`src/rtl/hilo_divider.sv`:
```
// Multi-cycle 32-bit unsigned restoring divider with private HI (remainder) / LO (quotient)
// registers, driven by the same funct-code bus as the ALU.
module hilo_divider (
   input  logic        clk,
   input  logic        reset,
   input  logic [31:0] dataA,
   input  logic [31:0] dataB,
   input  logic [5:0]  Signal,
   output logic [31:0] dataOut,
   output logic        busy
);

   localparam logic [5:0] DIVU = 6'b011011;
   localparam logic [5:0] MFHI = 6'b010000;
   localparam logic [5:0] MFLO = 6'b010010;

   typedef enum logic {S_IDLE, S_RUN} state_t;

   state_t      r_state;
   logic        r_busy;
   logic [5:0]  r_cnt;
   logic [31:0] r_rem;
   logic [31:0] r_quo;
   logic [31:0] r_div;
   logic [31:0] r_hi;
   logic [31:0] r_lo;

   logic [32:0] w_trial;
   logic [32:0] w_diff;
   logic [31:0] w_rem_next;
   logic [31:0] w_quo_next;

   // The partial remainder is always below the divisor, so its 33rd bit is
   // always zero and only 32 bits are stored.
   always_comb begin
      w_trial    = {r_rem, r_quo[31]};
      w_diff     = w_trial - {1'b0, r_div};
      w_rem_next = w_trial[31:0];
      w_quo_next = {r_quo[30:0], 1'b0};
      if (!w_diff[32]) begin
         w_rem_next = w_diff[31:0];
         w_quo_next = {r_quo[30:0], 1'b1};
      end
   end

   always_ff @(posedge clk or posedge reset) begin
      if (reset) begin
         r_state <= S_IDLE;
         r_busy  <= 1'b0;
         r_cnt   <= '0;
         r_rem   <= '0;
         r_quo   <= '0;
         r_div   <= '0;
         r_hi    <= '0;
         r_lo    <= '0;
      end else begin
         case (r_state)
            S_IDLE: begin
               if (Signal == DIVU) begin
                  r_rem   <= '0;
                  r_quo   <= dataA;
                  r_div   <= dataB;
                  r_cnt   <= '0;
                  r_busy  <= 1'b1;
                  r_state <= S_RUN;
               end
            end
            S_RUN: begin
               r_rem <= w_rem_next;
               r_quo <= w_quo_next;
               r_cnt <= r_cnt + 6'd1;
               if (r_cnt == 6'd31) begin
                  r_hi    <= w_rem_next;
                  r_lo    <= w_quo_next;
                  r_busy  <= 1'b0;
                  r_state <= S_IDLE;
               end
            end
            default: begin
               r_busy  <= 1'b0;
               r_state <= S_IDLE;
            end
         endcase
      end
   end

   always_comb begin
      dataOut = '0;
      case (Signal)
         MFHI:    dataOut = r_hi;
         MFLO:    dataOut = r_lo;
         default: dataOut = '0;
      endcase
   end

   assign busy = r_busy;

endmodule

```
`config.mk`:
```
export PLATFORM = sky130hd
export DESIGN_NAME = hilo_divider
export DESIGN_NICKNAME = d
export VERILOG_FILES = /design/src/rtl/hilo_divider.sv
export SDC_FILE = /design/constraint.sdc
export NUM_CORES = 1
export LEC_CHECK = 0
export BUFFER_PORTS_ARGS = -buffer_cell sky130_fd_sc_hd__buf_2
export CAP_MARGIN = 15
export CORE_UTILIZATION = 35
export DETAILED_ROUTE_END_ITERATION = 16
export PLACE_DENSITY_LB_ADDON = 0.3
export SKIP_LAST_GASP = 1
export SLEW_MARGIN = 20
export SYNTH_ARGS = -nofsm -noshare
export SYNTH_HDL_FRONTEND = slang
export SYNTH_SLANG_ARGS = --single-unit
```
`constraint.sdc`:
```
create_clock -name clk -period 7.4 [get_ports clk]
set_input_delay 1.48 -clock clk [delete_from_list [all_inputs] [get_ports clk]]
set_output_delay 1.48 -clock clk [all_outputs]
set_load 0.05 [all_outputs]
```
Word level (Yosys, flattened, before mapping)
Index checks and enable logic that the tools add are counted.

Register bits after elaboration: 168. Input port bits: 72. Output and inout port bits: 33. Word-level logic and storage cells: 35.

Add/subtract/negate cells: 2. Eq/ne operators: 6. Multiplexer cells: 15. Bitwise operators: 1. Reductions and logical operators: 3.

Operator list (count): 32-bit case mux with 2 select lines (3); 32-bit 2-to-1 mux (3); 33-bit by 32-bit subtractor with 33-bit output (1); 6-bit by 5-bit == test with 1-bit output (second input constant) (4); 6-bit case mux with 2 select lines (1); 6-bit by 1-bit adder with 6-bit output (second input constant) (1); 6-bit 2-to-1 mux (1); 2-bit AND reduction (3); 1-bit 2-to-1 mux (5); 1-bit case mux with 2 select lines (2); 2-bit by 1-bit != test with 1-bit output (second input constant) (1); 2-bit != test (second input constant) (1); 1-bit inverter (1).

Depth between registers and ports, before layout
Word-level depth: 3. Gate-level depth with buffers: 14. Mapped depth without buffers: 13.

Worst setup path after synthesis
OpenSTA, ideal clock, no wires.

Path kind: input port to output port. Start: input Signal[1]. End: output dataOut[0]. Data arrival time: 2979 ps. Required time: 5920 ps. Slack: 2941 ps. Stages: 4. Buffers on the path: 2. Cells stage by stage: clkbuf_1 -> clkbuf_1 -> mux2i_1 -> nor2_1.

Cells in the longest elaborated chain, start to end: 2. Elaborated cells on any way between the ends: 3. Classes of those cells: eq/ne (2); mux (1).

Ends and longest elaborated chain: from (decl) (RTL line 8) `input logic [5:0] Signal,`; 6-bit by 5-bit == test with 1-bit output (RTL line 89) `case (Signal)`; 32-bit case mux with 2 select lines * (RTL line 89); to (decl) (RTL line 9) `output logic [31:0] dataOut,`.

Mark *: on every way between the ends. The rest lies on a longest branch, timed or not.

Worst setup path in the final report
Start: input Signal[1]. End: output dataOut[14].

Same word-level chain as after synthesis.

==> flow_summary.json <==
{
  "status": "complete, no violations",
  "regArea_mm2": 0.00421,
  "synth_area_per_cell_um2": 9.14,
  "synth_compound_area_share_pct": 15.6,
  "route.detailed.drc": 0,
  "drive_gt1_share_pct": 16.2,
  "min_period_over_period_pct": 59.8,
  "synth_edf_count": 0,
  "clock_sinks": 168,
  "pre_cts_slack_ps": 2670,
  "ant_nets": 0,
  "synthAdderAreaFrac_pct": 4.69,
  "final-max-slew-violation-count": 0,
  "yosys-top-cells-area": "dfrtp_1 46%, mux2i_1 10%, nand2_1 9.8%, o21ai_0 4.9%, ha_1 4.5%",
  "dr_total_vias": 7009,
  "clockBufferDepth": 2,
  "reg2regPathDepth": 14,
  "hold_class": "register to register",
  "first_global_vias": 6621,
  "setup_viol": 0,
  "max_stage_delay_ps": 770,
  "crit_required_ps": 5920,
  "die_h_um": 164,
  "holdCritStartpoint": "r_lo[16]$_DFFE_PP0P_",
  "clock_skew_ps": 12.8,
  "dieWidth_um": 164,
  "worstHoldPathCells": 2,
  "hold_buffers": 0,
  "ctsResizeCount": 0,
  "r2r-start": "r_quo[31]$_DFFE_PP0P_",
  "drt_pass1_iterations": 5,
  "synthXorXnorAreaFrac_pct": 3.24,
  "grt_usage_pct": 16.8,
  "grt_max_degree": 88,
  "wire_per_inst_um": 15.4,
  "grt_remaining_overflow": 0,
  "synthArstFlopShare_pct": 100,
  "relSlewSlack_pct": 30.8,
  "min_period_ps": 4420,
  "die-area_mm2": 0.0270,
  "core_area_mm2": 0.0260,
  "drtIter0Drc": 331,
  "tns_ps": 0,
  "crit_fanout": 34,
  "cp_cell_sequence": "buf_2 -> mux2i_1 -> nor2_1 -> buf_2",
  "root_buffer": "clkbuf_16",
  "synth-seq-cells": 168,
  "clock_latency_ps": 430,
  "syn_nets": 1116,
  "yosysUniqueCellTypes": 66,
  "critical_path.slowest_cell": "buf_2",
  "grt_first_pass_wirelength_mm": 35.5,
  "postCtsSetupBuffers": 0,
  "diodes": 0,
  "min_to": "r_lo[16]$_DFFE_PP0P_",
  "critPathArrivalTime_ps": 2940,
  "placed_area_mm2": 0.00998,
  "post-route-cell-area_mm2": 0.0105,
  "synth_top_family_by_area": "compound AO/OA/AOI/OAI gates",
  "critPathKind": "primary input to primary output",
  "ioPinCount": 105,
  "synth_simple_gate_area_share_pct": 15.3,
  "ys_warn_count": 0,
  "n_fill_cell": 2612,
  "maxCapViolations": 0,
  "synthTopCellsByCount": "240 x nand2_1, 168 x dfrtp_1, 93 x mux2i_1, 91 x o21ai_0, 59 x nor2_1",
  "worst_r2r_endpoint": "r_hi[6]$_DFFE_PP0P_",
  "cts_tree": "built",
  "finalHoldViolCount": 0,
  "syn_area_mm2": 0.00924,
  "multi_input_area_mm2": 0.00463,
  "fmax_ghz": 0.226,
  "final_nets": 1189,
  "syn-instance-count": 1010,
  "cts-htree-levels": 4,
  "rsz0062_at_grt": "false",
  "hpwl_mm": 15.5,
  "yosysTopAreaCell": "dfrtp_1",
  "cp-end-kind": "primary output",
  "p_per_area_mw_per_mm2": 340,
  "synth.most_common_cell": "nand2_1",
  "seq_area_frac_synth_pct": 45.5,
  "area_growth_pct": 14.2,
  "rrSetupSlack_ps": 3220,
  "synth_top_area_share_pct": 45.5,
  "critPathLaunchType": "primary input",
  "start_util_pct": 35.5,
  "cp_common_cell": "buf_2",
  "routed_wirelength_mm": 22.0,
  "row_count": 59,
  "power_leakage_nw": 5.02,
  "muxShareOfSynthArea_pct": 11.2,
  "numPortBuffers": 104,
  "setup_ws_ps": 2980,
  "ys.flop_type": "dfrtp_1",
  "worst_slew_pin_slew_ps": 1040,
  "numCtsBuffers": 17,
  "antenna_found_initial": 0,
  "path_clk_slew_ps": 60,
  "gp_congestion": 0.831,
  "avgViaCountPerCell": 4.90,
  "ir_drop_mv": 0.188
}
## cells by family after synthesis
logic type,count (synthesis)
AOI/OAI and AO/OA,234
xor gates and xnor gates,32
adders and majority gates,34
buffers and inverters,96
DFF,168
muxes,101
and+or+nand+nor,345
## through the flow
| stage | hold WS (ps) | std cells | utilization (%) | total power [mW] |
|---|---|---|---|---|
| finish | 474 | 1431 | 40.6 | 3.59 |
| global route | 497 | 1431 | 40.6 | 3.85 |
| CTS | 479 | 1431 | 40.6 | 3.61 |
| floorplan | 445 | 1010 | - | 2.43 |
| detailed placement | 462 | 1399 | 38.4 | 2.75 |
| global placement | 458 | 1399 | 38.4 | 2.72 |
## flip-flops by register name, indices dropped and copies added (netlist names)
register / cells
r_div: 32
r_hi: 32
busy: 1
r_state: 1
r_rem: 32
r_lo: 32
r_quo: 32
r_cnt: 6
## power breakdown
part / internal (mW) / switching [mW] / leakage (nW)
clock: 0.461 / 0.388 / 0.266
sequential: 1.14 / 0.160 / 2.18
combinational: 0.579 / 0.861 / 2.58
## worst max-delay path: cells and delay by family
| family | cells | cell delay (ps) |
|---|---|---|
| buffers and inverters | 2 | 1050 |
| muxes | 1 | 250 |
| and+or+nand+nor | 1 | 140 |
## area by class of cell
type	count	area share [%]
timing repair buffer	113	5.58
sequential	168	39.9
multi-input combinational	746	43.9
inverter	37	1.36
clock buffer	20	4.42
clock inverter	12	0.878
tap	335	3.97
## layout by cell type (no fill, tap or decap), drive strengths merged, types with 20 or more instances in the layout
cell type | Yosys | final
clkbuf | 47 | 20
nand2 | 240 | 240
inv | 37 | 41
o21ai | 122 | 122
buf | 11 | 113
mux2i | 93 | 93
nor2 | 59 | 59
dfrtp | 168 | 168
ha | 33 | 33
a21oi | 27 | 27
## routing by layer
layer / share of wire [%] / global-route usage [%]
met1: 53 / 25.4
met2: 43 / 24.5
met3: 4.1 / 3.14
met4: 0.79 / 4.13
met5: 0 / 0
## worst max path at each step
stage          startpoint                to  slack [ps]  cells after the start
4_1_cts         Signal[5]       dataOut[30]        2680                      5
2_1_floorplan       reset  busy$_DFFE_PP0P_        1370                      1
3_3_place_gp    Signal[5]       dataOut[22]        2790                      5
6_report        Signal[1]       dataOut[14]        2980                      4
5_1_grt         Signal[5]        dataOut[4]        2790                      5
3_5_place_dp    Signal[5]       dataOut[30]        2670                      5
Note: power is estimated with default switching activity, not from simulation.
